===== config.mk =====
export PLATFORM = sky130hd
export DESIGN_NAME = serial_subtractor
export DESIGN_NICKNAME = d
export VERILOG_FILES = /design/src/rtl/arith_pkg.sv /design/src/rtl/full_subtractor.sv /design/src/rtl/serial_subtractor.sv
export SDC_FILE = /design/constraint.sdc
export NUM_CORES = 1
export LEC_CHECK = 0
export ABC_CLOCK_PERIOD_IN_PS = 1780
export CORE_MARGIN = 1.5
export CORE_UTILIZATION = 40
export CTS_BUF_LIST = sky130_fd_sc_hd__clkbuf_8
export DETAILED_ROUTE_END_ITERATION = 6
export PLACE_DENSITY = 0.72
export SLEW_MARGIN = 20
export SYNTH_ARGS = -nofsm -noshare
export SYNTH_HDL_FRONTEND = slang
export SYNTH_SLANG_ARGS = --single-unit

===== constraint.sdc =====
create_clock -name clk -period 1.78 [get_ports clk]
set_input_delay 0.178 -clock clk [delete_from_list [all_inputs] [get_ports clk]]
set_output_delay 0.178 -clock clk [all_outputs]
set_load 0.03 [all_outputs]

===== src/rtl/arith_pkg.sv =====
// Shared definitions for the arithmetic lab blocks.
package arith_pkg;

  // Default operand width for the lab datapaths.
  localparam int unsigned ARITH_WIDTH = 8;

  // Sequencing states of the bit-serial arithmetic units.
  typedef enum logic [1:0] {
    StIdle = 2'd0,
    StRun  = 2'd1,
    StDone = 2'd2
  } arith_state_e;

  // Signed overflow of a subtraction: the operands had opposite signs and the
  // result sign differs from the minuend sign.
  function automatic logic sub_signed_ovf(input logic a_msb, input logic b_msb,
                                          input logic d_msb);
    return (a_msb != b_msb) && (d_msb != a_msb);
  endfunction

endpackage


===== src/rtl/full_subtractor.sv =====
// One-bit full subtractor: d = a - b - bin, with borrow-out.
module full_subtractor (
  input  logic a_i,
  input  logic b_i,
  input  logic bin_i,
  output logic d_o,
  output logic bout_o
);

  // Borrow when b exceeds a, or when a == b and a borrow is coming in.
  always_comb begin
    d_o    = a_i ^ b_i ^ bin_i;
    bout_o = (~a_i & b_i) | (~(a_i ^ b_i) & bin_i);
  end

endmodule


===== src/rtl/serial_subtractor.sv =====
// Bit-serial subtractor behind a start/done handshake. Computes a - b - bin
// one bit per clock, LSB first, and registers diff/bout/ovf on completion.
module serial_subtractor
  import arith_pkg::*;
#(
  parameter int unsigned WIDTH = ARITH_WIDTH,
  localparam int unsigned CNT_W = $clog2(WIDTH)
) (
  input  logic             clk,
  input  logic             rst,
  input  logic             start,
  input  logic [WIDTH-1:0] a,
  input  logic [WIDTH-1:0] b,
  input  logic             bin,
  output logic             busy,
  output logic             done,
  output logic [WIDTH-1:0] diff,
  output logic             bout,
  output logic             ovf
);

  localparam logic [CNT_W-1:0] LastBit = CNT_W'(WIDTH - 1);

  arith_state_e     state_q, state_d;
  logic [WIDTH-1:0] a_sh_q, a_sh_d;
  logic [WIDTH-1:0] b_sh_q, b_sh_d;
  // Holds the WIDTH-1 already-computed low bits; the final bit comes straight
  // from the cell on the completing edge.
  logic [WIDTH-2:0] d_sh_q, d_sh_d;
  logic             brw_q, brw_d;
  logic [CNT_W-1:0] cnt_q, cnt_d;
  logic             a_msb_q, a_msb_d;
  logic             b_msb_q, b_msb_d;
  logic [WIDTH-1:0] diff_q, diff_d;
  logic             bout_q, bout_d;
  logic             ovf_q, ovf_d;

  logic             bit_d;
  logic             brw_n;
  logic [WIDTH-1:0] shifted;

  full_subtractor u_cell (
    .a_i   (a_sh_q[0]),
    .b_i   (b_sh_q[0]),
    .bin_i (brw_q),
    .d_o   (bit_d),
    .bout_o(brw_n)
  );

  // New bit enters at the top; after WIDTH bits this is the full result.
  assign shifted = {bit_d, d_sh_q};

  // Next-state: operand load, per-bit shifting and result capture.
  always_comb begin
    state_d = state_q;
    a_sh_d  = a_sh_q;
    b_sh_d  = b_sh_q;
    d_sh_d  = d_sh_q;
    brw_d   = brw_q;
    cnt_d   = cnt_q;
    a_msb_d = a_msb_q;
    b_msb_d = b_msb_q;
    diff_d  = diff_q;
    bout_d  = bout_q;
    ovf_d   = ovf_q;

    unique case (state_q)
      StIdle: begin
        if (start) begin
          a_sh_d  = a;
          b_sh_d  = b;
          brw_d   = bin;
          cnt_d   = '0;
          a_msb_d = a[WIDTH-1];
          b_msb_d = b[WIDTH-1];
          state_d = StRun;
        end
      end
      StRun: begin
        a_sh_d = {1'b0, a_sh_q[WIDTH-1:1]};
        b_sh_d = {1'b0, b_sh_q[WIDTH-1:1]};
        d_sh_d = shifted[WIDTH-1:1];
        brw_d  = brw_n;
        cnt_d  = cnt_q + CNT_W'(1);
        if (cnt_q == LastBit) begin
          diff_d  = shifted;
          bout_d  = brw_n;
          ovf_d   = sub_signed_ovf(a_msb_q, b_msb_q, bit_d);
          state_d = StDone;
        end
      end
      StDone: begin
        state_d = StIdle;
      end
      default: begin
        state_d = StIdle;
      end
    endcase
  end

  // State and datapath registers with synchronous reset.
  always_ff @(posedge clk) begin
    if (rst) begin
      state_q <= StIdle;
      a_sh_q  <= '0;
      b_sh_q  <= '0;
      d_sh_q  <= '0;
      brw_q   <= 1'b0;
      cnt_q   <= '0;
      a_msb_q <= 1'b0;
      b_msb_q <= 1'b0;
      diff_q  <= '0;
      bout_q  <= 1'b0;
      ovf_q   <= 1'b0;
    end else begin
      state_q <= state_d;
      a_sh_q  <= a_sh_d;
      b_sh_q  <= b_sh_d;
      d_sh_q  <= d_sh_d;
      brw_q   <= brw_d;
      cnt_q   <= cnt_d;
      a_msb_q <= a_msb_d;
      b_msb_q <= b_msb_d;
      diff_q  <= diff_d;
      bout_q  <= bout_d;
      ovf_q   <= ovf_d;
    end
  end

  // Status decode and registered results.
  always_comb begin
    busy = (state_q != StIdle);
    done = (state_q == StDone);
    diff = diff_q;
    bout = bout_q;
    ovf  = ovf_q;
  end

endmodule


# Word level (Yosys, flattened, before mapping)
# Cells that the tools add are included.
# totals
reg_bits	41
in_bits	20
output_inout_bits	12
word_cells	45
# classes
add_sub_neg	1
eq_ne	7
n_mux	11
n_bitwise	7
n_reduce_logical	8
# op_table
cell	n
8-bit one-hot mux with 2 select lines	2
8-bit two-way mux	2
2-bit AND reduction	4
3-bit one-hot mux with 2 select lines	1
2-bit two-way mux	2
2-bit inequality test (second input constant)	2
2-bit one-hot mux with 2 select lines	1
2-bit nonzero test	2
3-bit by 1-bit adder with 3-bit output (second input constant)	1
3-bit equality test (second input constant)	1
3-bit two-way mux	1
1-bit AND	2
2-bit by 1-bit equality test with 1-bit output (second input constant)	1
2-bit equality test (second input constant)	1
2-bit logical NOT	1
1-bit inequality test	2
1-bit NOT	2
1-bit one-hot mux with 2 select lines	1
1-bit XOR	2
1-bit logical AND	1
1-bit two-way mux	1
1-bit bitwise OR	1

# Longest topological paths before layout
# depth
depth_word	5
ltp_mapped	6

# Modules after synthesis
# A second synthesis with hierarchy kept.
# hier_totals
hier_cells	185
hier_area_um2	1760.4
# by_module_without_submodules
mod	n_inst	cells_each	area_each_um2	seq_area_each_um2
serial_subtractor	1	181	1729.2	820.8
full_subtractor	1	4	31.3	0.0

# Least setup slack after synthesis
# OpenSTA, ideal clock, no wires.
# synth_path
kind	register to register
from	register b_sh_q[0]
to	register ovf_q (netlist: ovf)
setup_ns	0.086
arrival_time_ns	1.245
t_required_ns	1.694
path_slack_ns	0.449
stages_incl_launch_ff	6
period_less_slack_ns	1.331
cell_sequence	dfxtp_1 -> inv_1 -> fa_1 -> nor2_1 -> a21oi_1 -> a211oi_1
# synth_via
elab_chain_cells	4
# synth_rtl
item	line	rtl
start: declaration	serial_subtractor.sv:26	logic [WIDTH-1:0] b_sh_q, b_sh_d;
start signal: assignment	serial_subtractor.sv:118	b_sh_q <= b_sh_d;
1-bit XOR (2 in a row)	full_subtractor.sv:12	d_o = a_i ^ b_i ^ bin_i;
via bit_d	serial_subtractor.sv:38	logic bit_d;
1-bit inequality test	arith_pkg.sv:18	return (a_msb != b_msb) && (d_msb != a_msb);
1-bit logical AND	arith_pkg.sv:18	
end signal: assignment	serial_subtractor.sv:126	ovf_q <= ovf_d;
end: declaration	serial_subtractor.sv:36	logic ovf_q, ovf_d;
# The timed path passes the listed nets, and every way through them passes these cells.
# A chain may end at the register's enable or synchronous reset.

# Worst setup path in the final report
# layout_path
from	register ovf_q (netlist: ovf)
to	output port ovf
# layout_lines
item	line	rtl
end: declaration	serial_subtractor.sv:19	output logic ovf
# No word-level cell between the ends.

==> results by group <==
Status
  – Result of the run: finished, final reports clean

Drt
  – Post-DR vias/cell: 4.85
  – DRT iter0 DRCs: 68
  – Final routed wirelength across all metal layers: 3120 µm
  – Number of iterations in the first detailed-routing pass: 4
  – Total via count in the routed design: 1275
  – Routed length per placed instance: 11.8 µm
  – Post-route ant nets: 0
  – Post-route DRC violation count: 0

Power and ir drop
  – Relative contribution of combinational cells to total power: 11.3%
  – NetSw: 0.000468 W
  – Net switching share of the total power: 22.2%
  – Part of the power in registers: 46.8%
  – Cell Int Power: 0.00164 W
  – Clock share of power: 41.9%
  – Power per cell area: 956 mW/mm²
  – Worst voltage drop across the vdd grid: 505 µV
  – Pleak: 0.824 nW

Place
  – PortBufs: 31
  – RePlAce Congestion: 0.740
  – Final HPWL from detailed placement: 2090 µm
  – Standard cell area after detailed placement: 0.00207 mm²

Clock tree
  – Maximum count of clock buffers along a single path: 2
  – Inserted Clock Buffers: 5
  – Buffer cell driving the clock tree root: clkbuf_8
  – Clock tree from TritonCTS: yes
  – Number of sinks on the clock net: 41
  – CTS Hold Buffers Added: 0
  – Max H-tree Level: 2
  – Post-CTS setup buffer count: 0
  – Worst skew pair latency: 0.30 ns
  – CTS clk-pin slew, worst paths: 0.08 ns

STA
  – Sum Neg Setup Slack: 0 ns
  – Final cycle utilization of the critical path: 86.0%
  – Pin slew with the least headroom to its limit: 0.513 ns
  – Slew margin rel.: 65.7%
  – Final slew viol count: 0
  – Total of endpoints with negative setup slack in the final report: 0
  – Number of endpoints with negative hold slack in the final report: 0
  – Skew final: 0.00758 ns
  – Unrepaired setup endpoints after global routing: no
  – Peak clock frequency supported by timing: 653 MHz
  – Clock period minus worst slack: 1.53 ns

Worst setup path
  – Data required, critical path: 1.60 ns
  – CP cell instances: clkdlybuf4s50_1
  – Cell type group with the largest total delay on the critical path: buffers and inverters
  – Max Fanout on Critical Path: 2
  – Arrival time of data at the critical path endpoint: 1.35 ns
  – Crit. Startpoint: ovf$_SDFFE_PP0P_
  – Critical Setup Path Class: reg2out
  – Crit path max-delay cell type: clkdlybuf4s50_1
  – Maximum single-stage delay on the critical path: 0.69 ns
  – Number of buffer and inverter instances along the worst setup path: 1
  – Type of destination of the critical path: output pin
  – Reg2Reg Launch Point: cnt_q[0]$_SDFFE_PP0P_
  – Startpoint type of the worst setup path: flip-flop

Synth
  – Cell types occupying the most area after synthesis: dfxtp_1, mux2i_1, nand2_1, a211oi_1, a21oi_1
  – Sequential cell area fraction in the yosys report: 47.0%
  – Portion of synthesized cell area occupied by the leading cell type: 47.0%
  – Number of enable flip-flop cells after synthesis: 0
  – Number of cells produced by synthesis: 183
  – Post-synthesis net count: 206
  – Cell with the most instances after synthesis: dfxtp_1
  – Yosys top cell by area: dfxtp_1
  – Warning count from the yosys run: 0
  – Leading cell types by count after synthesis: dfxtp_1, nand2_1, nor2_1
  – Combined area of all synthesized cells: 0.00175 mm²
  – Average instance area after synthesis: 9.55 µm²
  – Top_reg_cell synth: dfxtp_1
  – Post-synthesis sequential element count: 41
  – Number of unique standard cell types used by synthesis: 28
  – Proportion of register bits with asynchronous set or reset after synthesis: 0%

GRT
  – Residual overflow from global routing: 0
  – Number of global-route vias before repair: 1194
  – Overall fraction of global-route tracks in use: 13.8%
  – Initial antenna violation count: 0
  – Global-route wire length before repair: 5290 µm
  – Largest net degree at the start of global routing: 42

Hold path
  – Hold path startpoint: diff[4]$_SDFFE_PP0P_
  – Worst min-delay path class: reg2reg

Finish
  – Final core area utilization: 54.0%
  – Net count, final: 235
  – Signed area change from the synthesized netlist to the final layout: 26.2%
  – N_diodes: 0
  – Number of fill cells: 377
  – Post-route cell area: 0.00221 mm²
  – Layout cell share with drive strength beyond 1: 14.1%

Floorplanning
  – Cell Rows: 23
  – Total I/O pin count: 32
  – Floorplan Core Area: 0.00409 mm²
  – Die area: 0.00478 mm²
  – Initial cell density of the core: 42.8%
  – Die span in x: 69.1 µm
  – DIE HEIGHT: 69.1 µm

Run
  – Count of max-cap constraint violations: 0
==> layer usage <==
| metal | vias to the layer above | GRT usage (%) | wire length [µm] |
|---|---|---|---|
| met1 | 560 | 17.3 | 1540 |
| met2 | 20 | 20.9 | 1380 |
| met5 | - | 0 | 0 |
| met4 | 0 | 9.80 | 99 |
| li1 | 687 | - | - |
| met3 | 8 | 3.07 | 93 |
==> flip-flops by register name, indices dropped and copies added (netlist names) <==
register / flops
cnt_q: 3
ovf: 1
a_msb_q: 1
state_q: 2
bout: 1
a_sh_q: 8
b_msb_q: 1
brw_q: 1
d_sh_q: 7
b_sh_q: 8
diff: 8
==> cell families (layout without fill, tap and decap cells) <==
group / Yosys count / count (layout) / share of synthesized area [%]
buf+inv: 16 / 46 / 6.58
fa+ha+maj: 3 / 3 / 2.58
compound gates: 41 / 41 / 17.0
mux: 17 / 17 / 9.73
flops: 41 / 41 / 47.0
simple gates: 65 / 65 / 17.1
==> worst paths after layout <==
path | slack, ns | cells past startpoint | endpoint
worst max-delay path | 0.25 | 1 | ovf
worst min-delay path | 0.46 | 2 | diff[4]$_SDFFE_PP0P_
worst max register to register | 0.30 | 5 | bout$_SDFFE_PP0P_
worst min register to register | 0.46 | 2 | diff[4]$_SDFFE_PP0P_
==> metrics by stage <==
stage	instances	power, W	worst slack (ns)	hold slack, ns
floorplan	183	0.00117	0.449	0.325
global placement	255	0.00124	0.297	0.444
detailed placement	255	0.00125	0.276	0.448
CTS	263	0.00213	0.237	0.460
global route	263	0.00219	0.196	0.481
finish	263	0.00211	0.249	0.455
==> worst register-to-register path: stages (launching register included) <==
cell	delay (ns)
dfxtp_1	0.35
ha_1	0.15
ha_1	0.18
and3b_1	0.41
nor2_1	0.10
a211oi_1	0.22
==> cell usage in the layout, fill, tap and decap left out, types with 2 or more instances in the layout <==
cell type,instances
dfxtp_1,41
nand2_1,31
clkdlybuf4s50_1,29
nor2_1,19
mux2i_1,17
a21oi_1,17
a211oi_1,12
nor2_2,6
a211oi_2,6
clkbuf_8,5
a22oi_1,4
buf_4,4
inv_1,2
nor2b_1,2
ha_1,2
bufinv_16,2
buf_12,2
==> power by group through the flow <==
stage | Combinational [W] | Sequential [W] | Clock (W)
floorplan | 0.000174 | 0.00100 | 0
global placement | 0.000237 | 0.00101 | 0
detailed placement | 0.000240 | 0.00101 | 0
CTS | 0.000243 | 0.000987 | 0.000905
global route | 0.000263 | 0.000992 | 0.000935
finish | 0.000239 | 0.000987 | 0.000883
==> repair_timing <==
action | 4_1_cts | 5_1_grt
gates resized for setup | 1 | 0
endpoints found under the setup margin | 1 | 0
hold endpoints to repair | 0 | 0
==> final cells by class <==
class / instances / area [µm²] / area share [%]
well taps: 50 / 62.6 / 2.84
inverters: 2 / 7.51 / 0.340
multi-input cells: 126 / 812 / 36.8
flip-flops and latches: 41 / 821 / 37.2
clock buffers: 5 / 68.8 / 3.12
clock inverters: 3 / 65.1 / 2.95
repair buffers: 36 / 369 / 16.7
Note: power is estimated with default switching activity, not from simulation.
